==> src/rtl/huffman_pkg.sv <==
// Shared types and constants for the multi-entry Huffman code detector.
//   len_width() : width of a code-length field able to hold 0..c_w
//   entry_t     : one table entry {code, len, sym, vld} at default widths
//   MISS_LEN    : match_len reported when no entry matches
package huffman_pkg;

    function automatic int len_width(input int c_w);
        return $clog2(c_w + 1);
    endfunction

    localparam int DEF_D_W = 4;
    localparam int DEF_C_W = 8;
    localparam int DEF_L_W = len_width(DEF_C_W);

    typedef struct packed {
        logic [DEF_C_W-1:0] code;
        logic [DEF_L_W-1:0] len;
        logic [DEF_D_W-1:0] sym;
        logic               vld;
    } entry_t;

    localparam int MISS_LEN = 0;

endpackage

==> src/rtl/huffman_entry_cmp.sv <==
// One Huffman table entry: storage, valid flag and masked prefix compare.
// Ports:
//   clk, rst       clock / async active-low reset (clears valid flag only)
//   clr            clear the valid flag at the edge
//   wr             write code/len/sym and set valid at the edge
//   code_in, len_in, sym_in   entry contents to write
//   window         MSB-aligned lookup window
//   hit            entry is valid, has a legal length and its prefix matches
//   sym_out, len_out          stored symbol and length
module huffman_entry_cmp
    import huffman_pkg::*;
#(
    parameter int D_W = 4,
    parameter int C_W = 8,
    parameter int L_W = len_width(C_W)
) (
    input  logic           clk,
    input  logic           rst,
    input  logic           clr,
    input  logic           wr,
    input  logic [C_W-1:0] code_in,
    input  logic [L_W-1:0] len_in,
    input  logic [D_W-1:0] sym_in,
    input  logic [C_W-1:0] window,
    output logic           hit,
    output logic [D_W-1:0] sym_out,
    output logic [L_W-1:0] len_out
);

    logic [C_W-1:0] code_q;
    logic [L_W-1:0] len_q;
    logic [D_W-1:0] sym_q;
    logic           vld_q;
    logic [C_W-1:0] mask;
    logic           len_ok;

    always_ff @(posedge clk or negedge rst) begin
        if (!rst) begin
            vld_q <= 1'b0;
        end else if (clr) begin
            vld_q <= 1'b0;
        end else if (wr) begin
            vld_q <= 1'b1;
        end
    end

    // Contents are deliberately not reset; the valid flag gates them.
    always_ff @(posedge clk) begin
        if (wr) begin
            code_q <= code_in;
            len_q  <= len_in;
            sym_q  <= sym_in;
        end
    end

    // Mask covers the top len_q bits of the window.
    always_comb begin
        mask = '0;
        for (int unsigned i = 0; i < C_W; i++) begin
            if (i < 32'(len_q)) begin
                mask[C_W-1-i] = 1'b1;
            end
        end
    end

    assign len_ok  = (len_q != '0) && (len_q <= L_W'(C_W));
    assign hit     = vld_q && len_ok && (((window ^ code_q) & mask) == '0);
    assign sym_out = sym_q;
    assign len_out = len_q;

endmodule

==> src/rtl/huffman_multi_detect.sv <==
// N-entry configurable Huffman code table with a registered lookup port.
// Ports:
//   clk, rst        clock / async active-low reset
//   new_conf        clear all entry valid flags (wins over en_conf)
//   en_conf, idx_conf, d_conf, h_conf, l_conf   write one entry
//   in_valid/in_ready      lookup request handshake, d2check is the window
//   out_valid/out_ready    result handshake
//   code_matched, data_decoded, match_len, match_idx   registered result
module huffman_multi_detect
    import huffman_pkg::*;
#(
    parameter  int D_W   = 4,
    parameter  int C_W   = 8,
    parameter  int N_ENT = 16,
    localparam int L_W   = len_width(C_W),
    localparam int I_W   = $clog2(N_ENT)
) (
    input  logic           clk,
    input  logic           rst,
    input  logic           new_conf,
    input  logic           en_conf,
    input  logic [I_W-1:0] idx_conf,
    input  logic [D_W-1:0] d_conf,
    input  logic [C_W-1:0] h_conf,
    input  logic [L_W-1:0] l_conf,
    input  logic           in_valid,
    output logic           in_ready,
    input  logic [C_W-1:0] d2check,
    output logic           out_valid,
    input  logic           out_ready,
    output logic           code_matched,
    output logic [D_W-1:0] data_decoded,
    output logic [L_W-1:0] match_len,
    output logic [I_W-1:0] match_idx
);

    logic [N_ENT-1:0] wr_sel;
    logic [N_ENT-1:0] hits;
    logic [D_W-1:0]   syms [N_ENT];
    logic [L_W-1:0]   lens [N_ENT];

    logic             any_hit;
    logic [I_W-1:0]   win_idx;
    logic [D_W-1:0]   win_sym;
    logic [L_W-1:0]   win_len;
    logic             accept;

    always_comb begin
        wr_sel = '0;
        if (en_conf && !new_conf) begin
            for (int unsigned i = 0; i < N_ENT; i++) begin
                if (idx_conf == I_W'(i)) begin
                    wr_sel[i] = 1'b1;
                end
            end
        end
    end

    for (genvar g = 0; g < N_ENT; g++) begin : g_ent
        huffman_entry_cmp #(
            .D_W(D_W),
            .C_W(C_W),
            .L_W(L_W)
        ) u_ent (
            .clk     (clk),
            .rst     (rst),
            .clr     (new_conf),
            .wr      (wr_sel[g]),
            .code_in (h_conf),
            .len_in  (l_conf),
            .sym_in  (d_conf),
            .window  (d2check),
            .hit     (hits[g]),
            .sym_out (syms[g]),
            .len_out (lens[g])
        );
    end

    // Lowest index wins; miss leaves all result fields at zero.
    always_comb begin
        any_hit = 1'b0;
        win_idx = '0;
        win_sym = '0;
        win_len = L_W'(MISS_LEN);
        for (int unsigned i = 0; i < N_ENT; i++) begin
            if (hits[i] && !any_hit) begin
                any_hit = 1'b1;
                win_idx = I_W'(i);
                win_sym = syms[i];
                win_len = lens[i];
            end
        end
    end

    assign in_ready = !out_valid || out_ready;
    assign accept   = in_valid && in_ready;

    always_ff @(posedge clk or negedge rst) begin
        if (!rst) begin
            out_valid    <= 1'b0;
            code_matched <= 1'b0;
            data_decoded <= '0;
            match_len    <= '0;
            match_idx    <= '0;
        end else if (accept) begin
            out_valid    <= 1'b1;
            code_matched <= any_hit;
            data_decoded <= win_sym;
            match_len    <= win_len;
            match_idx    <= win_idx;
        end else if (out_ready) begin
            out_valid    <= 1'b0;
        end
    end

endmodule

==> config.mk <==
export PLATFORM = sky130hd
export DESIGN_NAME = huffman_multi_detect
export DESIGN_NICKNAME = d
export VERILOG_FILES = /design/src/rtl/huffman_pkg.sv /design/src/rtl/huffman_entry_cmp.sv /design/src/rtl/huffman_multi_detect.sv
export SDC_FILE = /design/constraint.sdc
export NUM_CORES = 1
export LEC_CHECK = 0
export BUFFER_PORTS_ARGS = -buffer_cell sky130_fd_sc_hd__buf_2
export CORE_ASPECT_RATIO = 1.25
export CORE_MARGIN = 2
export CORE_UTILIZATION = 56
export DETAILED_ROUTE_END_ITERATION = 16
export PLACE_DENSITY = 0.73
export SLEW_MARGIN = 20
export SYNTH_ARGS = -nofsm -noshare
export SYNTH_HDL_FRONTEND = slang
export SYNTH_HIERARCHICAL = 1
export SYNTH_SLANG_ARGS = --single-unit
==> constraint.sdc <==
create_clock -name clk -period 2.9 [get_ports clk]
set_input_delay 0 -clock clk [delete_from_list [all_inputs] [get_ports clk]]
set_output_delay 0 -clock clk [all_outputs]
set_load 0.1 [all_outputs]
==> metrics.txt, run 1 <==
status=complete, but fails checks; failing checks=setup timing; Syn Area/Cell=12.5 µm²; Routed Antenna Nets=0; Internal Power=6.85 mW; net switching power=2.06 mW; Post-synth EDFFs=256; total die area=0.0250 mm²; worst min-delay path class=in -> reg; vias post-DR=10200; first-pass GRT wire length=57000 µm; commonest non-fill, non-tap cell in the layout=edfxtp_1; Setup TNS Final=-0.836 ns; Die X=142 µm; Synth top area share=0.579; clock buffer depth=3; I/O Pins=49; grt met1 use=0.407; cell mode on critical path=buf_4; max_slew headroom=0.384; drt first-iter violations=1037; wire per inst=23.1 µm; RSZ-0062 raised after global routing=yes; Worst path max stage delay=0.50 ns; largest net degree at the start of global routing=31; Cells after Synth=1061; main area contributors after synthesis=edfxtp_1, dfrtp_1, xor2_1, a21oi_1, xnor2_1; Setup WS post-layout=-0.161 ns; Root Buffer=clkbuf_16; Startpoint Class=flip-flop; Sw Share=0.232; core area=0.0235 mm²; Yosys reg bits=286; post-synth cell types=55; Synthesized Nets=1095; CTS tree=built; fin. max-slew vios=0; drt first pass iters=7; Worst EP arrival=3.48 ns; actual slew at the worst max-slew pin=0.924 ns; Worst VDD drop=0.480 mV; FMAX=327 MHz; area grow syn2layout=29.6%; # port buffers=48; Max FO, Critical Path=5; Comb pwr share=0.087; Seq/Total Area, Yosys=0.636; initial core utilization=0.565; Post-Route WL=38200 µm; critical path's top delay family=compound AO/OA/AOI/OAI gates; Final Cycle Share=1.06; asr flop ratio synth=0.105; worst path bufs/invs=3; Yosys warning count=6; # DRC=0; total track usage=0.305; DIE HEIGHT=176 µm; most frequent cells in the layout=edfxtp_1, buf_4, nor2_1; number of global-route vias before repair=10100; worst skew pair latency=0.55 ns; HPWL Detailed=25100 µm; Worst EP required=3.32 ns; clock share of power=0.397; Post-Syn Area=0.0133 mm²; clock sinks=286; Final Setup Violations=9; Antenna diodes=0; Post-Place Setup Slack=-0.220 ns; vias per std cell=6.18; Final Hold Viols=0; skew final=0.0232 ns; clock period minus final worst setup slack=3.06 ns; slowest CP cell=a2111oi_4; initial antenna violation count=0; Synth area leader=edfxtp_1; Lkg Pwr=6.24 nW; Critical Path, Cell by Cell=or3b_4 > o21ai_2 > a41oi_2 > a2111oi_4 > nor4_2 > buf_4 > nor3b_4 > buf_6 > buf_4 > a21oi_2 > nand3b_1 > and3_1; met3 Resource Use GR=0.0448; GRT met2 Usage=0.504; GRT Max-Usage Layer=met2; global route overflow=0; Final Net Count=1377; row cnt=63; clock-pin transition on the worst setup and hold timing paths=0.06 ns; Flop pwr share=0.515; PwrDens=518 mW/mm²; # Max-Cap Violations=0; TritonCTS Buffers=27; CP Class=reg -> reg; fraction of layout cells with a size suffix above 1=0.311; endpoint class of the critical path=flip-flop; ys flop type=edfxtp_1; htree depth=1; Placer Congestion=0.939
==> registers in the layout (all words and copies together) (netlist names) <==
register             flops
g_ent.u_ent/len_out     64
code_matched             1
data_decoded             4
g_ent.u_ent/sym_out     64
g_ent.u_ent/code_q     128
g_ent.u_ent/vld_q       16
out_valid                1
match_idx                4
match_len                4
==> metrics by stage <==
stage                util  hold slack, ns  cell area (µm²)  std cells  power [mW]
finish              0.733          0.0785            17200       1656        8.91
global route        0.733           0.106            17200       1656        9.13
CTS                 0.715          0.0619            16800       1645        8.91
detailed placement  0.651           0.172            15300       1552        5.39
global placement    0.651           0.182            15300       1552        5.38
floorplan               -          -0.296            13300       1061        5.05
==> synth_stat cells (11+ instances only) <==
master / instances
a2111oi_2: 16
xnor2_1: 48
o21ai_1: 11
inv_1: 35
o22ai_1: 12
o21ai_2: 16
o21ai_0: 26
xor2_1: 80
dfrtp_1: 30
nor4_1: 21
a21oi_1: 105
nor2_1: 110
clkbuf_1: 21
nand4_1: 16
a21o_1: 18
or3b_4: 16
nand2_1: 72
nor3_1: 26
edfxtp_1: 256
a41oi_1: 17
==> power groups by stage <==
stage	clock network (mW)	registers (mW)	logic (mW)
floorplan	0	4.82	0.234
global placement	0	4.67	0.705
detailed placement	0	4.68	0.717
CTS	3.56	4.59	0.752
global route	3.72	4.59	0.818
finish	3.54	4.59	0.777
==> kinds of logic after synthesis <==
kind of cell,Yosys count,synth area share
compound gates,273,0.142
buf+inv,59,0.0169
flops,286,0.636
simple gates,314,0.120
xor+xnor,128,0.0845
mux,1,0.000848
==> path summary, 6_finish.rpt <==
check,start,end,slack (ns),depth (start not counted)
max,g_ent[8].u_ent/len_out[3],data_decoded[1],-0.16,12
min,idx_conf[0],g_ent[8].u_ent/sym_out[0],0.08,3
max reg2reg,g_ent[8].u_ent/len_out[3],data_decoded[1],-0.16,12
min reg2reg,match_idx[1],match_idx[1],0.48,2
max in group asynchronous,rst,match_idx[1],2.18,2
min in group asynchronous,rst,g_ent[9].u_ent/vld_q,0.14,2
==> repair_timing <==
item	CTS	global route
resized for setup	48	61
hold endpoints to repair	265	0
cloned	1	0
endpoints found under the setup margin	10	11
pin swaps	19	34
hold buffers	20	0
setup buffers	22	13
==> final cells by class <==
cell class	instances	area, µm²
inverter	35	135
timing repair buffer	276	2170
multi-input combinational	717	5210
sequential	286	8440
fill	1526	6280
clock buffer	37	743
tap	292	365
clock inverter	13	141
==> layer usage <==
layer  wire (µm)  part of all wire  vias to the layer above
li1            -                 -                     4572
met1       14600              0.38                     5025
met2       18400              0.48                      509
met3        3210             0.084                      133
met4        2000             0.052                        0
met5           0                 0                        -
==> worst reg2reg max path, stage by stage (launching register included) <==
cell	delay [ns]
edfxtp_1	0.44
or3b_4	0.44
o21ai_2	0.18
a41oi_2	0.18
a2111oi_4	0.50
nor4_2	0.10
buf_4	0.17
nor3b_4	0.14
buf_6	0.13
buf_4	0.16
a21oi_2	0.16
nand3b_1	0.12
and3_1	0.20
Power figures use the tool's default switching activity.
==> run 2: changes to the inputs <==
CELL_PAD_IN_SITES_DETAIL_PLACEMENT = 0   (was unset)
CELL_PAD_IN_SITES_GLOBAL_PLACEMENT = 1   (was unset)
CORE_UTILIZATION = 51   (was 56)
PLACE_DENSITY = 0.76   (was 0.73)
clock period = 3.2 ns   (was 2.9 ns; I/O delays follow)
==> run 2 against run 1 <==
Compared with the run above:
- the run now ends clean
- core utilization decreased by 9.8 points
- non-clock buffer count shrank 58
- via count is 6.3% lower
- routed wire length is 0.65% lower
- flip-flop and latch count did not move
- largest cell class unchanged
==> metrics.txt, run 2 (synthesized netlist as in run 1, its figures left out) <==
final hold slack=0.0989 ns (was 0.0785 ns); Placer Congestion=0.898 (was 0.939); Final Hold Viols=0 (unchanged); Routed Antenna Nets=0 (unchanged); endpoint class of the critical path=flip-flop (unchanged); slowest CP cell=or4_4 (was a2111oi_4); clock sinks=286 (unchanged); Setup TNS Final=0 ns (was -0.836 ns); CP Class=reg -> reg (unchanged); worst path bufs/invs=3 (unchanged); skew final=0.0359 ns (was 0.0232 ns); fill count=2057 (was 1526); # port buffers=48 (unchanged); htree depth=1 (unchanged); PwrDens=477 mW/mm² (was 518 mW/mm²); # Max-Cap Violations=0 (unchanged); core area=0.0258 mm² (was 0.0235 mm²); row cnt=66 (was 63); Final Cycle Share=0.972 (was 1.06); Antenna diodes=0 (unchanged); TritonCTS Buffers=28 (was 27); max_slew headroom=0.356 (was 0.384); cell mode on critical path=buf_4 (unchanged); total die area=0.0273 mm² (was 0.0250 mm²); total track usage=0.279 (was 0.305); most frequent cells in the layout=edfxtp_1, buf_4, nor2_1 (unchanged); Worst path max stage delay=0.56 ns (was 0.50 ns); Final Net Count=1320 (was 1377); Critical Path, Cell by Cell=a21oi_1 > a21o_1 > a41oi_1 > a2111oi_4 > buf_6 > or4_4 > or2_1 > nor4_1 > buf_4 > nor3_1 > buf_4 > o21ai_1 (was or3b_4 > o21ai_2 > a41oi_2 > a2111oi_4 > nor4_2 > buf_4 > nor3b_4 > buf_6 > buf_4 > a21oi_2 > nand3b_1 > and3_1); I/O Pins=49 (unchanged); # DRC=0 (unchanged); RSZ-0062 raised after global routing=yes (unchanged); first-pass GRT wire length=55900 µm (was 57000 µm); r2r setup slk=0.09 ns (was -0.16 ns); drt first pass iters=5 (was 7); vias post-DR=9595 (was 10200); Lkg Pwr=5.86 nW (was 6.24 nW); DIE HEIGHT=184 µm (was 176 µm); fraction of layout cells with a size suffix above 1=0.243 (was 0.311); FMAX=322 MHz (was 327 MHz); HPWL Detailed=24700 µm (was 25100 µm); hold_sp=idx_conf[1] (was idx_conf[0]); Hold Crit Depth=3 (unchanged); clock-pin transition on the worst setup and hold timing paths=0.06 ns (about the same); commonest non-fill, non-tap cell in the layout=edfxtp_1 (unchanged); dpl cells=1544 (was 1552); clock period minus final worst setup slack=3.11 ns (was 3.06 ns); Startpoint Class=flip-flop (unchanged); clock buffer depth=3 (unchanged); Post-Place Setup Slack=-0.0484 ns (was -0.220 ns); global route overflow=0 (unchanged); initial antenna violation count=0 (unchanged); Max FO, Critical Path=9 (was 5); Post-Route WL=38000 µm (was 38200 µm); critical path launch point=g_ent[3].u_ent/len_out[1] (was g_ent[8].u_ent/len_out[3]); Setup WS post-layout=0.0906 ns (was -0.161 ns); Worst EP required=3.68 ns (was 3.32 ns); largest net degree at the start of global routing=31 (unchanged); critical path's top delay family=simple AND/OR/NAND/NOR gates (was compound AO/OA/AOI/OAI gates); max FFs per register=128 (unchanged); Root Buffer=clkbuf_16 (unchanged); RR Endpoint=match_idx[1] (was data_decoded[1]); status=finished clean (was complete, but fails checks); actual slew at the worst max-slew pin=0.967 ns (was 0.924 ns); Multi-input gate area=0.00490 mm² (was 0.00521 mm²); Worst R2R Start=g_ent[3].u_ent/len_out[1] (was g_ent[8].u_ent/len_out[3]); Worst EP arrival=3.59 ns (was 3.48 ns); drt first-iter violations=815 (was 1037); number of global-route vias before repair=9343 (was 10100); Final Setup Violations=0 (was 9); vias per std cell=5.83 (was 6.18); worst skew pair latency=0.56 ns (was 0.55 ns); fin util=0.635 (was 0.733); Worst VDD drop=0.478 mV (was 0.480 mV); FF/Latch Area=0.00844 mm² (unchanged); fin. max-slew vios=0 (unchanged); Die X=148 µm (was 142 µm); most flop-heavy register=g_ent.u_ent/code_q (unchanged); Reg2Reg Depth=12 (unchanged); CTS tree=built (unchanged); worst min-delay path class=in -> reg (unchanged); Hold Crit Endpoint=g_ent[4].u_ent/len_out[2] (was g_ent[8].u_ent/sym_out[0]); initial core utilization=0.514 (was 0.565); Final Non-Filler Cells=1647 (was 1656); wire per inst=23.1 µm (about the same); area grow syn2layout=23.7% (was 29.6%)
run 2: cell types whose count changed in the layout (fill, tap and decap cells not counted), moves of 4 or more:
cell	before	now
buf_4	185	134
a21oi_1	89	101
a21oi_2	15	4
buf_6	13	4
clkbuf_1	7	12
nor3_1	12	17
nor3_4	4	0
nor4_1	16	20
o21ai_4	5	1
o22ai_2	9	5
run 2: final cells by class:
cell class,instances,share of cell area
clock inverters,11,0.00404
repair buffers,218,0.104
inverters,35,0.00800
well taps,340,0.0259
multi-input cells,717,0.299
flip-flops and latches,286,0.514
clock buffers,40,0.0454
run 2: worst max path at each step:
stage                     slack, ns         endpoint  depth (start not counted)
after floorplan                0.26  data_decoded[0]                         10
after global placement      -0.0005     match_len[2]                         14
after detailed placement      -0.05     match_len[3]                         15
after CTS                      0.01     match_len[1]                         12
after global routing          -0.06     match_idx[1]                         12
final                          0.09     match_idx[1]                         12
run 2: power breakdown:
group / switching [mW] / internal, mW / leakage, nW
combinational: 0.477 / 0.195 / 2.76
sequential: 0.0367 / 4.13 / 2.70
clock: 1.37 / 1.62 / 0.399
run 2: worst register-to-register path: cells and delay by family, from the launching register on:
kind / cells / cell delay [ns]
AND/OR/NAND/NOR: 4 / 1.23
AO/OA/AOI/OAI: 5 / 0.88
buffers and inverters: 3 / 0.49
flip-flops: 1 / 0.44
run 2: per-layer routing:
layer | vias up | wire length [µm] | GRT usage
met5 | - | 0 | 0
met1 | 4693 | 15400 | 0.371
met3 | 89 | 2230 | 0.0297
met4 | 0 | 1790 | 0.121
li1 | 4455 | - | -
met2 | 358 | 18500 | 0.468
run 2: timing repair:
| action | 4_1_cts | 5_1_grt |
|---|---|---|
| hold endpoints to repair | 286 | 0 |
| hold buffers | 23 | 0 |
| setup endpoints to repair | 4 | 10 |
| gates resized for setup | 8 | 34 |
| pin swaps | 1 | 8 |
| buffers inserted | 0 | 28 |
| gates cloned | 0 | 1 |
run 2: through the flow:
| stage | area, µm² | power (mW) |
|---|---|---|
| finish | 16400 | 7.83 |
| detailed placement | 14900 | 4.88 |
| global placement | 14900 | 4.88 |
| CTS | 16000 | 7.86 |
| global route | 16400 | 8.08 |
| floorplan | 13300 | 4.58 |
